$ cat config.mk
export PLATFORM = sky130hd
export DESIGN_NAME = dm_cache_ctrl_flat
export DESIGN_NICKNAME = d
export VERILOG_FILES = /design/src/rtl/dm_cache_ctrl_if.sv /design/src/rtl/dm_cache_ctrl.sv /design/src/flat_wrapper.sv
export SDC_FILE = /design/constraint.sdc
export NUM_CORES = 1
export LEC_CHECK = 0
export ABC_AREA = 1
export CAP_MARGIN = 20
export CORE_UTILIZATION = 31
export CTS_BUF_LIST = sky130_fd_sc_hd__clkbuf_8 sky130_fd_sc_hd__clkbuf_16
export DETAILED_ROUTE_END_ITERATION = 6
export PLACE_DENSITY_LB_ADDON = 0.1
export SLEW_MARGIN = 20
export SYNTH_ARGS = -nofsm -noshare
export SYNTH_HDL_FRONTEND = slang
export SYNTH_SLANG_ARGS = --single-unit
$ cat constraint.sdc
create_clock -name clk -period 11.35 [get_ports clk]
set_input_delay 2.27 -clock clk [delete_from_list [all_inputs] [get_ports clk]]
set_output_delay 2.27 -clock clk [all_outputs]
set_load 0.01 [all_outputs]
$ cat src/rtl/dm_cache_ctrl_if.sv
// dm_cache_ctrl_if: CPU-side request/response and memory-side req/ack bus
// for the direct-mapped cache controller.
interface dm_cache_ctrl_if #(
    parameter int DATA_W = 16
);
    // CPU side (driven by the address decoder / CPU)
    logic              cpu_req;
    logic              cpu_we;
    logic [27:0]       tag;
    logic [1:0]        line_id;
    logic [1:0]        word_id;
    logic [DATA_W-1:0] cpu_wdata;
    logic [DATA_W-1:0] cpu_rdata;
    logic              cpu_ready;
    logic              cpu_busy;

    // Memory side
    logic              mem_req;
    logic              mem_we;
    logic [31:0]       mem_addr;
    logic [DATA_W-1:0] mem_wdata;
    logic [DATA_W-1:0] mem_rdata;
    logic              mem_ack;

    // Cache controller view.
    modport slave (
        input  cpu_req, cpu_we, tag, line_id, word_id, cpu_wdata,
        output cpu_rdata, cpu_ready, cpu_busy,
        output mem_req, mem_we, mem_addr, mem_wdata,
        input  mem_rdata, mem_ack
    );

    // Environment view: CPU/decoder plus memory.
    modport master (
        output cpu_req, cpu_we, tag, line_id, word_id, cpu_wdata,
        input  cpu_rdata, cpu_ready, cpu_busy,
        input  mem_req, mem_we, mem_addr, mem_wdata,
        output mem_rdata, mem_ack
    );
endinterface

$ cat src/rtl/dm_cache_ctrl.sv
// dm_cache_ctrl: direct-mapped, write-through, no-write-allocate cache
// controller. 4 lines x 4 words x DATA_W, per-line tag and valid bit.
// Read misses refill the whole line over the req/ack memory port; every
// write is forwarded to memory, and only updates the array on a hit.
module dm_cache_ctrl #(
    parameter int DATA_W = 16
) (
    input  logic           clk,
    input  logic           reset,
    dm_cache_ctrl_if.slave bus
);
    localparam int TAG_W = 28;
    localparam int LINES = 4;
    localparam int WORDS = 4;

    typedef enum logic [1:0] {
        IDLE,
        LOOKUP,
        REFILL,
        WRITE
    } state_t;

    state_t            state;

    // Request captured in IDLE and held for the whole transaction.
    logic [TAG_W-1:0]  tag_r;
    logic [1:0]        line_r;
    logic [1:0]        word_r;
    logic              we_r;
    logic [DATA_W-1:0] wdata_r;

    // Refill beat counter (word index of the beat in flight).
    logic [1:0]        cnt;

    // Cache state.
    logic [LINES-1:0]  valid;
    logic [TAG_W-1:0]  tag_arr  [LINES];
    logic [DATA_W-1:0] data_arr [LINES][WORDS];

    logic              hit;
    logic              ack;
    logic              wr_hit_en;
    logic              refill_en;
    logic              refill_done;

    // Hit detection and array write enables for the current cycle.
    // NOTE: every signal here is assigned on every pass, so no latch can be inferred.
    always_comb begin
        hit         = valid[line_r] && (tag_arr[line_r] == tag_r);
        ack         = bus.mem_ack && bus.mem_req;
        wr_hit_en   = (state == LOOKUP) && we_r && hit;
        refill_en   = (state == REFILL) && ack;
        refill_done = refill_en && (cnt == 2'd3);
    end

    // Data/tag storage: refill beats, write-hit updates, tag capture at refill end.
    // NOTE: storage has no reset; the valid bits alone decide whether contents are meaningful.
    always_ff @(posedge clk) begin
        if (refill_en) begin
            data_arr[line_r][cnt] <= bus.mem_rdata;
        end else if (wr_hit_en) begin
            data_arr[line_r][word_r] <= wdata_r;
        end
        if (refill_done) begin
            tag_arr[line_r] <= tag_r;
        end
    end

    // Control FSM with registered CPU and memory outputs.
    // NOTE: sequential state uses non-blocking assignments so all registers update together.
    always_ff @(posedge clk or posedge reset) begin
        if (reset) begin
            state         <= IDLE;
            valid         <= '0;
            cnt           <= '0;
            tag_r         <= '0;
            line_r        <= '0;
            word_r        <= '0;
            we_r          <= 1'b0;
            wdata_r       <= '0;
            bus.cpu_rdata <= '0;
            bus.cpu_ready <= 1'b0;
            bus.cpu_busy  <= 1'b0;
            bus.mem_req   <= 1'b0;
            bus.mem_we    <= 1'b0;
            bus.mem_addr  <= '0;
            bus.mem_wdata <= '0;
        end else begin
            bus.cpu_ready <= 1'b0;
            unique case (state)
                IDLE: begin
                    if (bus.cpu_req) begin
                        tag_r        <= bus.tag;
                        line_r       <= bus.line_id;
                        word_r       <= bus.word_id;
                        we_r         <= bus.cpu_we;
                        wdata_r      <= bus.cpu_wdata;
                        bus.cpu_busy <= 1'b1;
                        state        <= LOOKUP;
                    end
                end

                LOOKUP: begin
                    if (we_r) begin
                        // Write-through: memory write regardless of hit.
                        bus.mem_req   <= 1'b1;
                        bus.mem_we    <= 1'b1;
                        bus.mem_addr  <= {tag_r, line_r, word_r};
                        bus.mem_wdata <= wdata_r;
                        state         <= WRITE;
                    end else if (hit) begin
                        bus.cpu_rdata <= data_arr[line_r][word_r];
                        bus.cpu_ready <= 1'b1;
                        bus.cpu_busy  <= 1'b0;
                        state         <= IDLE;
                    end else begin
                        // Line is invalid while it is being overwritten.
                        valid[line_r] <= 1'b0;
                        cnt           <= 2'd0;
                        bus.mem_req   <= 1'b1;
                        bus.mem_we    <= 1'b0;
                        bus.mem_addr  <= {tag_r, line_r, 2'd0};
                        state         <= REFILL;
                    end
                end

                REFILL: begin
                    if (ack) begin
                        // Wraps 3 -> 0 only on the final beat.
                        cnt <= cnt + 2'd1;
                        if (cnt == 2'd3) begin
                            valid[line_r] <= 1'b1;
                            bus.mem_req   <= 1'b0;
                            state         <= LOOKUP;
                        end else begin
                            bus.mem_addr <= {tag_r, line_r, cnt + 2'd1};
                        end
                    end
                end

                WRITE: begin
                    if (ack) begin
                        bus.mem_req   <= 1'b0;
                        bus.mem_we    <= 1'b0;
                        bus.cpu_ready <= 1'b1;
                        bus.cpu_busy  <= 1'b0;
                        state         <= IDLE;
                    end
                end

                default: begin
                    state <= IDLE;
                end
            endcase
        end
    end
endmodule

$ cat src/flat_wrapper.sv
// flat-port wrapper written by rule: the top's interface ports become plain ports
module dm_cache_ctrl_flat 
#(
    parameter int DATA_W = 16
)
  (clk, reset, bus_cpu_req, bus_cpu_we, bus_tag, bus_line_id, bus_word_id, bus_cpu_wdata, bus_cpu_rdata, bus_cpu_ready, bus_cpu_busy, bus_mem_req, bus_mem_we, bus_mem_addr, bus_mem_wdata, bus_mem_rdata, bus_mem_ack);
  dm_cache_ctrl_if #(.DATA_W(DATA_W)) bus_i ();
  input  logic clk;
  input  logic reset;
  input wire logic [$bits(bus_i.cpu_req)-1:0] bus_cpu_req;
  input wire logic [$bits(bus_i.cpu_we)-1:0] bus_cpu_we;
  input wire logic [$bits(bus_i.tag)-1:0] bus_tag;
  input wire logic [$bits(bus_i.line_id)-1:0] bus_line_id;
  input wire logic [$bits(bus_i.word_id)-1:0] bus_word_id;
  input wire logic [$bits(bus_i.cpu_wdata)-1:0] bus_cpu_wdata;
  output wire logic [$bits(bus_i.cpu_rdata)-1:0] bus_cpu_rdata;
  output wire logic [$bits(bus_i.cpu_ready)-1:0] bus_cpu_ready;
  output wire logic [$bits(bus_i.cpu_busy)-1:0] bus_cpu_busy;
  output wire logic [$bits(bus_i.mem_req)-1:0] bus_mem_req;
  output wire logic [$bits(bus_i.mem_we)-1:0] bus_mem_we;
  output wire logic [$bits(bus_i.mem_addr)-1:0] bus_mem_addr;
  output wire logic [$bits(bus_i.mem_wdata)-1:0] bus_mem_wdata;
  input wire logic [$bits(bus_i.mem_rdata)-1:0] bus_mem_rdata;
  input wire logic [$bits(bus_i.mem_ack)-1:0] bus_mem_ack;
  assign bus_i.cpu_req = bus_cpu_req;
  assign bus_i.cpu_we = bus_cpu_we;
  assign bus_i.tag = bus_tag;
  assign bus_i.line_id = bus_line_id;
  assign bus_i.word_id = bus_word_id;
  assign bus_i.cpu_wdata = bus_cpu_wdata;
  assign bus_cpu_rdata = bus_i.cpu_rdata;
  assign bus_cpu_ready = bus_i.cpu_ready;
  assign bus_cpu_busy = bus_i.cpu_busy;
  assign bus_mem_req = bus_i.mem_req;
  assign bus_mem_we = bus_i.mem_we;
  assign bus_mem_addr = bus_i.mem_addr;
  assign bus_mem_wdata = bus_i.mem_wdata;
  assign bus_i.mem_rdata = bus_mem_rdata;
  assign bus_i.mem_ack = bus_mem_ack;
  dm_cache_ctrl #(.DATA_W(DATA_W)) u_core (.clk(clk), .reset(reset), .bus(bus_i));
endmodule
# Word-level counts from Yosys, hierarchy flattened
# Memories as Yosys holds them, arrays and structs flattened.
# Index checks and enable logic that the tools add are counted.
classes:
  addsub: 1
  magnitude_cmp: 6
  n_eq_ne: 14
  n_mux: 120
  bitwise_logic: 70
  n_reduce_logical: 24
op_table:
  columns: ["cell", "n"]
  rows:
  - ["2-to-1 mux 32 bit", 4]
  - ["2-to-1 mux 64 bit", 2]
  - ["2-to-1 mux 1 bit", 84]
  - ["demux 16 bit (select 2 bit)", 2]
  - ["2-to-1 mux 16 bit", 4]
  - ["bitwise OR 1 bit", 64]
  - ["case mux 32 bit (2 select lines)", 1]
  - ["binary-select mux 16 bit (select 2 bit)", 1]
  - ["equality test 28 bit", 1]
  - ["2-to-1 mux 2 bit", 9]
  - ["2-to-1 mux 4 bit", 4]
  - ["AND reduction 5 bit", 3]
  - ["AND reduction 4 bit", 3]
  - ["!= test 2 bit (second input constant)", 5]
  - ["logical AND 1 bit", 9]
  - ["case mux 2 bit (4 select lines)", 1]
  - ["case mux 4 bit (2 select lines)", 1]
  - ["equality test 2 bit (second input constant)", 3]
  - [">= comparator 3 bit (second input constant)", 2]
  - ["< comparator 3 x 1 -> 1 bit (second input constant)", 2]
  - ["!= test 2 x 1 -> 1 bit (second input constant)", 3]
  - ["NOT 2 -> 3 bit", 2]
  - ["case mux 1 bit (3 select lines)", 2]
  - ["AND reduction 3 bit", 2]
  - ["other kinds (17)", 21]
totals:
  ff_bits: 125
  mem_bits_rw: 368
  input_bits: 69
  out_inout_bits: 68
  word_cells: 252
  mem_count: 2
mem_list:
  columns: ["memory", "depth", "width", "rd", "rd_ports_with_merged_regs", "wr", "line_no", "text"]
  rows:
  - ["u_core.data_arr", 4, 64, 1, 0, 1, "dm_cache_ctrl.sv:38", "logic [DATA_W-1:0] data_arr [LINES][WORDS];"]
  - ["u_core.tag_arr", 4, 28, 1, 0, 1, "dm_cache_ctrl.sv:37", "logic [TAG_W-1:0] tag_arr [LINES];"]

# Logic depth before layout (Yosys ltp)
# Gate-level depths: netlist of the first run.
depth:
  ltp_word: 9
  depth_mapped: 19
  mapped_depth_nobuf: 17

# Worst setup path after synthesis of the first run
# OpenSTA, ideal clock, no wires.
synth_timing:
  path_type: "input to register"
  from: "input port bus_mem_ack"
  to: "memory u_core.tag_arr[0][0] (enable)"
  setup_time_ps: 413
  arrival_ps: 3948
  t_required_ps: 10937
  setup_slack_ps: 6989
  cell_stages: 4
  n_path_buf: 0
  path_cell_list: "nand2_1 -> nor2_1 -> nand2_1 -> nor2_1"
synth_via:
  elab_chain_cells: 5
synth_lines:
  columns: ["item", "line_no", "text"]
  rows:
  - ["from (decl)", "flat_wrapper.sv:24", "input wire logic [$bits(bus_i.mem_ack)-1:0] bus_mem_ack;"]
  - ["logical AND 1 bit", "dm_cache_ctrl.sv:50", "ack = bus.mem_ack && bus.mem_req;"]
  - ["logical AND 1 bit", "dm_cache_ctrl.sv:52", "refill_en = (state == REFILL) && ack;"]
  - ["logical AND 1 bit", "dm_cache_ctrl.sv:53", "refill_done = refill_en && (cnt == 2'd3);"]
  - ["2-to-1 mux 1 bit", "dm_cache_ctrl.sv:64", "if (refill_done) begin"]
  - ["2-to-1 mux 1 bit (not written as such)", "dm_cache_ctrl.sv:65", "tag_arr[line_r] <= tag_r;"]
  - ["to (decl)", "dm_cache_ctrl.sv:37", null]
# No other way between the ends.

# Worst setup path after layout of the first run
layout_timing:
  from: "register u_core.line_r[1]"
  to: "memory u_core.data_arr[1][32] (netlist bit) (enable)"
layout_via:
  elab_chain_cells: 8
  word_cells_on_any_way: 10
  cone_classes: "1 x eq/ne; 5 x mux; 1 x bitwise; 2 x reduce/logical; 1 x memory"
layout_lines:
  columns: ["item", "line_no", "text"]
  rows:
  - ["from (decl)", "dm_cache_ctrl.sv:27", "logic [1:0] line_r;"]
  - ["from (signal assigned)", "dm_cache_ctrl.sv:94", "line_r <= bus.line_id;"]
  - ["memory (4 x 28 bit) or binary-select mux 1 bit (select 2 bit) (tied branches)", null, null]
  - ["equality test 28 bit or 2-to-1 mux 1 bit (tied branches)", "dm_cache_ctrl.sv:49", "hit = valid[line_r] && (tag_arr[line_r] == tag_r);"]
  - ["logical AND 1 bit", "dm_cache_ctrl.sv:49", null]
  - ["logical AND 1 bit", "dm_cache_ctrl.sv:51", "wr_hit_en = (state == LOOKUP) && we_r && hit;"]
  - ["2-to-1 mux 1 bit", "dm_cache_ctrl.sv:61", "end else if (wr_hit_en) begin"]
  - ["2-to-1 mux 1 bit", "dm_cache_ctrl.sv:59", "if (refill_en) begin"]
  - ["2-to-1 mux 64 bit (not written as such)", "dm_cache_ctrl.sv:62", "data_arr[line_r][word_r] <= wdata_r;"]
  - ["bitwise OR 1 bit (no source line)", null, null]
  - ["to (decl)", "dm_cache_ctrl.sv:38", null]
# Several ways; a longest one is shown, not always the timed one. The select of a mux whose other input is x is not followed.

==> results of run 1 <==
-- routing by layer --
layer	global-route usage [%]	up-vias	routed length, µm
met3	3.045	82	2698
met5	0	-	0
met1	25.80	6617	28120
li1	-	6315	-
met4	5.026	0	1453
met2	28.66	319	27610
-- sequential cells by signal (all words and copies together), names as in the netlist, 16 cells and up, named ones only --
name / count
u_core.data_arr: 256
u_core.tag_arr: 112
u_core.bus.mem_addr: 32
u_core.tag_r: 28
u_core.bus.cpu_rdata: 16
u_core.bus.mem_wdata: 16
u_core.wdata_r: 16
-- cells by family after synthesis --
family | after synthesis
buffers and inverters | 191
and+or+nand+nor | 648
DFF | 493
adders and majority gates | 9
AOI/OAI and AO/OA | 383
muxes | 9
-- worst paths after layout --
path	startpoint	end	slack, ns
worst min-delay path	u_core.bus.mem_we	u_core.bus.mem_we	0.48
min in group asynchronous	reset	u_core.bus.mem_wdata[0]	2.19
worst max register to register	u_core.line_r[1]	u_core.data_arr[1][32]	5.85
worst max-delay path	u_core.line_r[1]	u_core.data_arr[1][32]	5.85
worst min register to register	u_core.bus.mem_we	u_core.bus.mem_we	0.48
max in group asynchronous	reset	u_core.line_r[0]	7.86
-- where the power goes --
group	switching [W]	internal (W)	leakage, nW	total [W]
Combinational	0.0000412	0.0000239	3.44	0.0000650
Clock	0.000731	0.000941	0.874	0.00167
Sequential	0	0.00193	4.44	0.00193
Total	0.000772	0.00290	8.75	0.00367
-- cells in the final DEF (no fill, tap or decap), drive strengths merged, types with 6 or more instances in the layout --
cell	synthesis	routed
clkdlybuf4s50	0	136
inv	104	120
clkbuf	35	55
a21oi	131	131
nand4	6	6
ha	9	9
o21ai	123	123
nand2	488	488
clkinv	3	25
nand3	44	44
a22oi	128	128
dfrtp	125	125
nor2	89	89
edfxtp	368	368
buf	49	14
nor4	13	13
mux2	9	9
-- worst min-delay path: cells and delay by family (launching register included) --
family	cells	cell delay, ns
and+or+nand+nor	2	0.10
DFF	1	0.34
-- per-stage QoR --
stage | area [µm²] | util (%) | instances
floorplan | 20070 | - | 1733
global placement | 22270 | 35.05 | 2644
detailed placement | 22310 | 35.10 | 2645
CTS | 23990 | 37.75 | 2745
global route | 24000 | 37.78 | 2745
finish | 24000 | 37.78 | 2745
-- final cells by class --
type	instances	area share, %
Clock buffer	55	5.687
Clock inverter	45	1.324
Inverter	107	1.694
Multi-Input combinational cell	1049	21.62
Sequential cell	493	59.08
Tap cell	846	4.410
Timing Repair Buffer	150	6.193
==> metrics.yaml, run 1 <==
outcome: "complete, no violations"
synth_top_cell_by_area: "edfxtp_1"
tns_ns: 0
synth_warnings: 0
layout-drive-gt1-share_pct: 7.425
syn_avg_cell_area_um2: 11.58
synth_edf_count: 368
max_stage_delay_ns: 0.93
nets: 1933
die_width_um: 256.5
wl_per_cell_um: 21.81
grt_pass1_wl_mm: 89.33
worst-r2r-cell-count: 16
ios: 137
synth_compound_area_share_pct: 11.15
yosys-top-cells-area: "edfxtp_1 (55%), dfrtp_1 (16%), nand2_1 (9.1%)"
fillers: 6187
regArea_um2: 14180
start_util_pct: 31.59
yosys_register_bits: 493
cts.clk_slew.worst_paths_ns: 0.06
vias: 13330
path_cells: "buf_4 > inv_2 > nor2_4 > buf_4 > a21oi_1 > nand3_1 > nand2_1 > nor2_1 > nand2_1 > inv_1 > nand2_1 > nor2_4 > nand2_4 > nor2_4 > inv_1 > a21oi_2"
via_per_inst: 4.857
htree_levels: 2
post-cts-setup-buffers: 0
cellPowerDensity_nw_per_um2: 153.0
whs_ns: 0.4762
yosys.area_share.simple_pct: 13.07
synthCells: 1733
holdPathStages: 2
gp_congestion: 0.7851
synth_top_area_share_pct: 55.05
cts_tree: "yes"
max_slew_margin_pct: 25.31
hold_buffers: 0
numCtsBuffers: 54
first_iter_violations: 1085
path_depth: 16
path_delay_family: "simple AND/OR/NAND/NOR gates"
core-area_um2: 63540
finalSetupViolCount: 0
max_cap_viol_count: 0
period_needed_ns: 5.502
arrival_ns: 5.72
grt-ovfl-total: 0
cp-start-kind: "flip-flop"
syn_to_final_growth_pct: 19.58
async_flop_share_pct: 25.35
rsz0062_at_grt: "false"
post-route-drc-count: 0
dr.pass1.iters: 6
syn_area_um2: 20070
rows: 92
grt_pass1_vias: 13260
cts-root-buf: "clkbuf_16"
synth_fa_ha_area_share_pct: 0.5610
ant_nets: 0
port-buffer-count: 136
cp.buffers_inverters: 5
crit_type: "reg -> reg"
dp_hpwl_mm: 40.04
place_ws_ns: 5.784
min_path_type: "reg -> reg"
antenna_found_initial: 0
die_y_um: 256.5
required_ns: 11.57
synthXorXnorAreaFrac_pct: 0
cp_max_fo: 49
clockBufferDepth: 3
wl_mm: 59.88
worst_slack_ns: 5.848
tightest_slew_ns: 1.120
track_usage_pct: 18.19
clock_skew_ns: 0.02742
n_antenna_cell: 0
synth_fp_nets: 1811
ys_seq_area_share_pct: 70.64
ys_top_cells_by_count: "nand2_1 (485), edfxtp_1 (368), a21oi_1 (131)"
clock_latency_ns: 0.61
synth_top_family_by_area: "simple AND/OR/NAND/NOR gates"
fmax_mhz: 181.8
endpoint_kind: "flip-flop"
yosysMostFrequentCell: "nand2_1"
cp_slowest_cell: "a21oi_2"
finalHoldViolCount: 0
die_area_um2: 65770
p_leak_nw: 8.751
vdd_ir_drop_max_mv: 0.1211
ys.flop_type: "edfxtp_1"
grt_max_degree: 83
min_period_over_period_pct: 48.47
slew_violations: 0
finalPower_w: 0.003671
synthMuxAreaShare_pct: 0.5049
clock-sinks: 493
cts_repair_resize_count: 0
yosysUniqueCellTypes: 29
multi_input_area_um2: 5189
No activity file was read; power rests on OpenSTA's default activity.
==> run 2: changes to the inputs <==
==> constraint.sdc (replaced) <==
create_clock -name clk -period 4.97 [get_ports clk]
set_input_delay 0.994 -clock clk [delete_from_list [all_inputs] [get_ports clk]]
set_output_delay 0.994 -clock clk [all_outputs]
set_load 0.01 [all_outputs]
==> run 2 against run 1 <==
  * Total power rose by 130%
  * Clock-buffer cell count rose by 10
  * Cell count rose by 1.7%
==> metrics.yaml, run 2 (synthesis results as in run 1) <==
switching_share_pct: 20.96  # was 21.04%
path_common_cell: "nand2_1"
r2r-start: "u_core.line_r[0]"  # was u_core.line_r[1]
largest_reg_flops: 256  # unchanged
layout-drive-gt1-share_pct: 9.614  # was 7.425%
dp_hpwl_mm: 38.64  # was 40.04 mm
final_util_pct: 38.42  # was 37.78%
fmax_mhz: 266.9  # was 181.8 MHz
dr.pass1.iters: 5  # was 6
setup.worst_path.start: "u_core.line_r[0]"  # was u_core.line_r[1]
max_cap_viol_count: 0  # unchanged
clock-sinks: 493  # unchanged
reg_top3: "u_core.data_arr: 256 flops, u_core.tag_arr: 112 flops, u_core.bus.mem_addr: 32 flops"  # unchanged
track_usage_pct: 18.34  # was 18.19%
p_leak_nw: 9.042  # was 8.751 nW
required_ns: 5.27  # was 11.57 ns
netSwitchingPower_w: 0.001784  # was 0.0007724 W
hold_buffers: 0  # unchanged
postLayoutCellArea_um2: 24410  # was 24000 µm²
wl_per_cell_um: 21.63  # was 21.81 µm
min_period_over_period_pct: 75.40  # was 48.47%
hp-start: "u_core.bus.cpu_rdata[14]"  # was u_core.bus.mem_we
grt_max_degree: 79  # was 83
gp_congestion: 0.7755  # was 0.7851
grt-ovfl-total: 0  # unchanged
cts.clk_slew.worst_paths_ns: 0.06  # about the same
arrival_ns: 4.05  # was 5.72 ns
path_delay_family: "simple AND/OR/NAND/NOR gates"  # unchanged
slew_violations: 0  # unchanged
final_common_cell: "nand2_1"  # unchanged
nets: 1975  # was 1933
start_util_pct: 31.59  # unchanged
cts_tree: "yes"  # unchanged
top_register: "u_core.data_arr"  # unchanged
power.internal_w: 0.006729  # was 0.002899 W
cp_slowest_cell: "buf_4"  # was a21oi_2
p_clk_share_pct: 46.6  # was 45.6%
tightest_slew_ns: 1.049  # was 1.120 ns
rsz0062_at_grt: "false"  # unchanged
via_per_inst: 4.841  # was 4.857
cellPowerDensity_nw_per_um2: 348.7  # was 153.0 nW/µm²
tns_ns: 0  # unchanged
die_y_um: 256.5  # unchanged
cp_max_fo: 56  # was 49
period_needed_ns: 3.747  # was 5.502 ns
post-cts-setup-buffers: 0  # unchanged
holdPathStages: 2  # unchanged
crit_type: "reg -> reg"  # unchanged
final_cell_mix: "nand2_1 (483), edfxtp_1 (368), clkdlybuf4s50_1 (136), a22oi_1 (128), dfrtp_1 (124)"  # was nand2_1 (484), edfxtp_1 (368), clkdlybuf4s50_1 (136), a22oi_1 (128), dfrtp_1 (124)
cp.buffers_inverters: 4  # was 5
place_area_um2: 22610  # was 22310 µm²
port-buffer-count: 136  # unchanged
core-area_um2: 63540  # unchanged
path_cells: "buf_4 > nand2_1 > nor2_1 > a21oi_1 > nand3_1 > nand2_1 > nor2_1 > nand2_1 > inv_1 > nand2_1 > nor2_4 > nand2_4 > nor2_4 > inv_1 > a21oi_2 > buf_4"  # was buf_4 > inv_2 > nor2_4 > buf_4 > a21oi_1 > nand3_1 > nand2_1 > nor2_1 > nand2_1 > inv_1 > nand2_1 > nor2_4 > nand2_4 > nor2_4 > inv_1 > a21oi_2
cp-start-kind: "flip-flop"  # unchanged
p_seq_share_pct: 51.9  # was 52.7%
antenna_found_initial: 0  # unchanged
min_path_type: "reg -> reg"  # unchanged
ant_nets: 0  # unchanged
numCtsBuffers: 56  # was 54
cts_repair_resize_count: 0  # unchanged
post-route-drc-count: 0  # unchanged
endpoint_kind: "flip-flop"  # unchanged
max_slew_margin_pct: 30.08  # was 25.31%
die_width_um: 256.5  # unchanged
max_stage_delay_ns: 0.57  # was 0.93 ns
power_frac_comb_pct: 1.5  # was 1.8%
clockBufferDepth: 3  # unchanged
clock_latency_ns: 0.63  # was 0.61 ns
grt_pass1_vias: 13620  # was 13.26k
die_area_um2: 65770  # unchanged
whs_ns: 0.4837  # was 0.4762 ns
vias: 13520  # was 13.33k
syn_to_final_growth_pct: 21.62  # was 19.58%
rows: 92  # unchanged
first_iter_violations: 847  # was 1085
finalSetupViolCount: 0  # unchanged
wl_mm: 60.40  # was 59.88 mm
path_depth: 16  # unchanged
htree_levels: 2  # unchanged
outcome: "complete, no violations"  # unchanged
cts-root-buf: "clkbuf_16"  # unchanged
clock_skew_ns: 0.03658  # was 0.02742 ns
worst-r2r-cell-count: 16  # unchanged
ios: 137  # unchanged
grt_pass1_wl_mm: 90.07  # was 89.33 mm
finalHoldViolCount: 0  # unchanged
vdd_ir_drop_max_mv: 0.2796  # was 0.1211 mV
==> run 2: cell types whose count changed in the layout (fill, tap and decap cells not counted), moves of 2 or more <==
cell        change
clkinvlp_4      -2
clkinv_1        -3
clkbuf_16       +3
clkbuf_8        +7
o21ai_1         -2
buf_4          +39
inv_1           +4
a21oi_2         +3
a21oi_4         -3
clkinv_4        -2
clkinv_16       +2
bufinv_16       -2
o21ai_0         +2
buf_12          +2
==> run 2: stage by stage <==
| step | cells | worst slack, ns | total power, W |
|---|---|---|---|
| floorplan | 1733 | 0.6484 | 0.004541 |
| global placement | 2685 | 1.202 | 0.004628 |
| detailed placement | 2685 | 1.203 | 0.004630 |
| CTS | 2791 | 1.164 | 0.008627 |
| global route | 2791 | 0.9081 | 0.008777 |
| finish | 2792 | 1.223 | 0.008513 |
==> run 2: final cells by class <==
| cell class | count | area [µm²] |
|---|---|---|
| Clock buffer | 65 | 1536 |
| Sequential cell | 493 | 14180 |
| Antenna cell | 1 | 2.502 |
| Tap cell | 846 | 1059 |
| Multi-Input combinational cell | 1049 | 5169 |
| Inverter | 107 | 406.6 |
| Clock inverter | 41 | 269.0 |
| Timing Repair Buffer | 190 | 1792 |
| Fill cell | 6219 | 39130 |
==> run 2: power by group through the flow <==
| stage | combinational (W) | sequential, W | clock, W |
|---|---|---|---|
| 3_5_place_dp | 0.000131 | 0.00450 | 0 |
| 4_1_cts | 0.000131 | 0.00442 | 0.00408 |
| 6_report | 0.000127 | 0.00442 | 0.00397 |
| 3_3_place_gp | 0.000129 | 0.00450 | 0 |
| 2_1_floorplan | 0.0000422 | 0.00450 | 0 |
| 5_1_grt | 0.000141 | 0.00441 | 0.00422 |
==> run 2: worst register-to-register path, cell delays in order, from the launching register on <==
cell	delay, ns
dfrtp_2	0.36
buf_4	0.57
nand2_1	0.51
nor2_1	0.20
a21oi_1	0.07
nand3_1	0.07
nand2_1	0.05
nor2_1	0.09
nand2_1	0.10
inv_1	0.06
nand2_1	0.08
nor2_4	0.17
nand2_4	0.13
nor2_4	0.33
inv_1	0.19
a21oi_2	0.19
buf_4	0.25
==> run 2: final timing paths <==
kind | end | slack [ns]
worst max-delay path | u_core.data_arr[2][26] | 1.22
worst min-delay path | u_core.bus.cpu_rdata[14] | 0.48
worst max register to register | u_core.data_arr[2][26] | 1.22
worst min register to register | u_core.bus.cpu_rdata[14] | 0.48
max in group asynchronous | u_core.bus.cpu_rdata[9] | 3.17
min in group asynchronous | u_core.bus.mem_wdata[4] | 0.88
==> run 2: per-layer routing <==
| metal | vias up | part of all wire, % | track usage (%) |
|---|---|---|---|
| li1 | 6413 | - | - |
| met1 | 6698 | 46 | 25.39 |
| met2 | 320 | 47 | 29.66 |
| met3 | 86 | 4.9 | 3.055 |
| met4 | 0 | 2.2 | 5.026 |
| met5 | - | 0 | 0 |
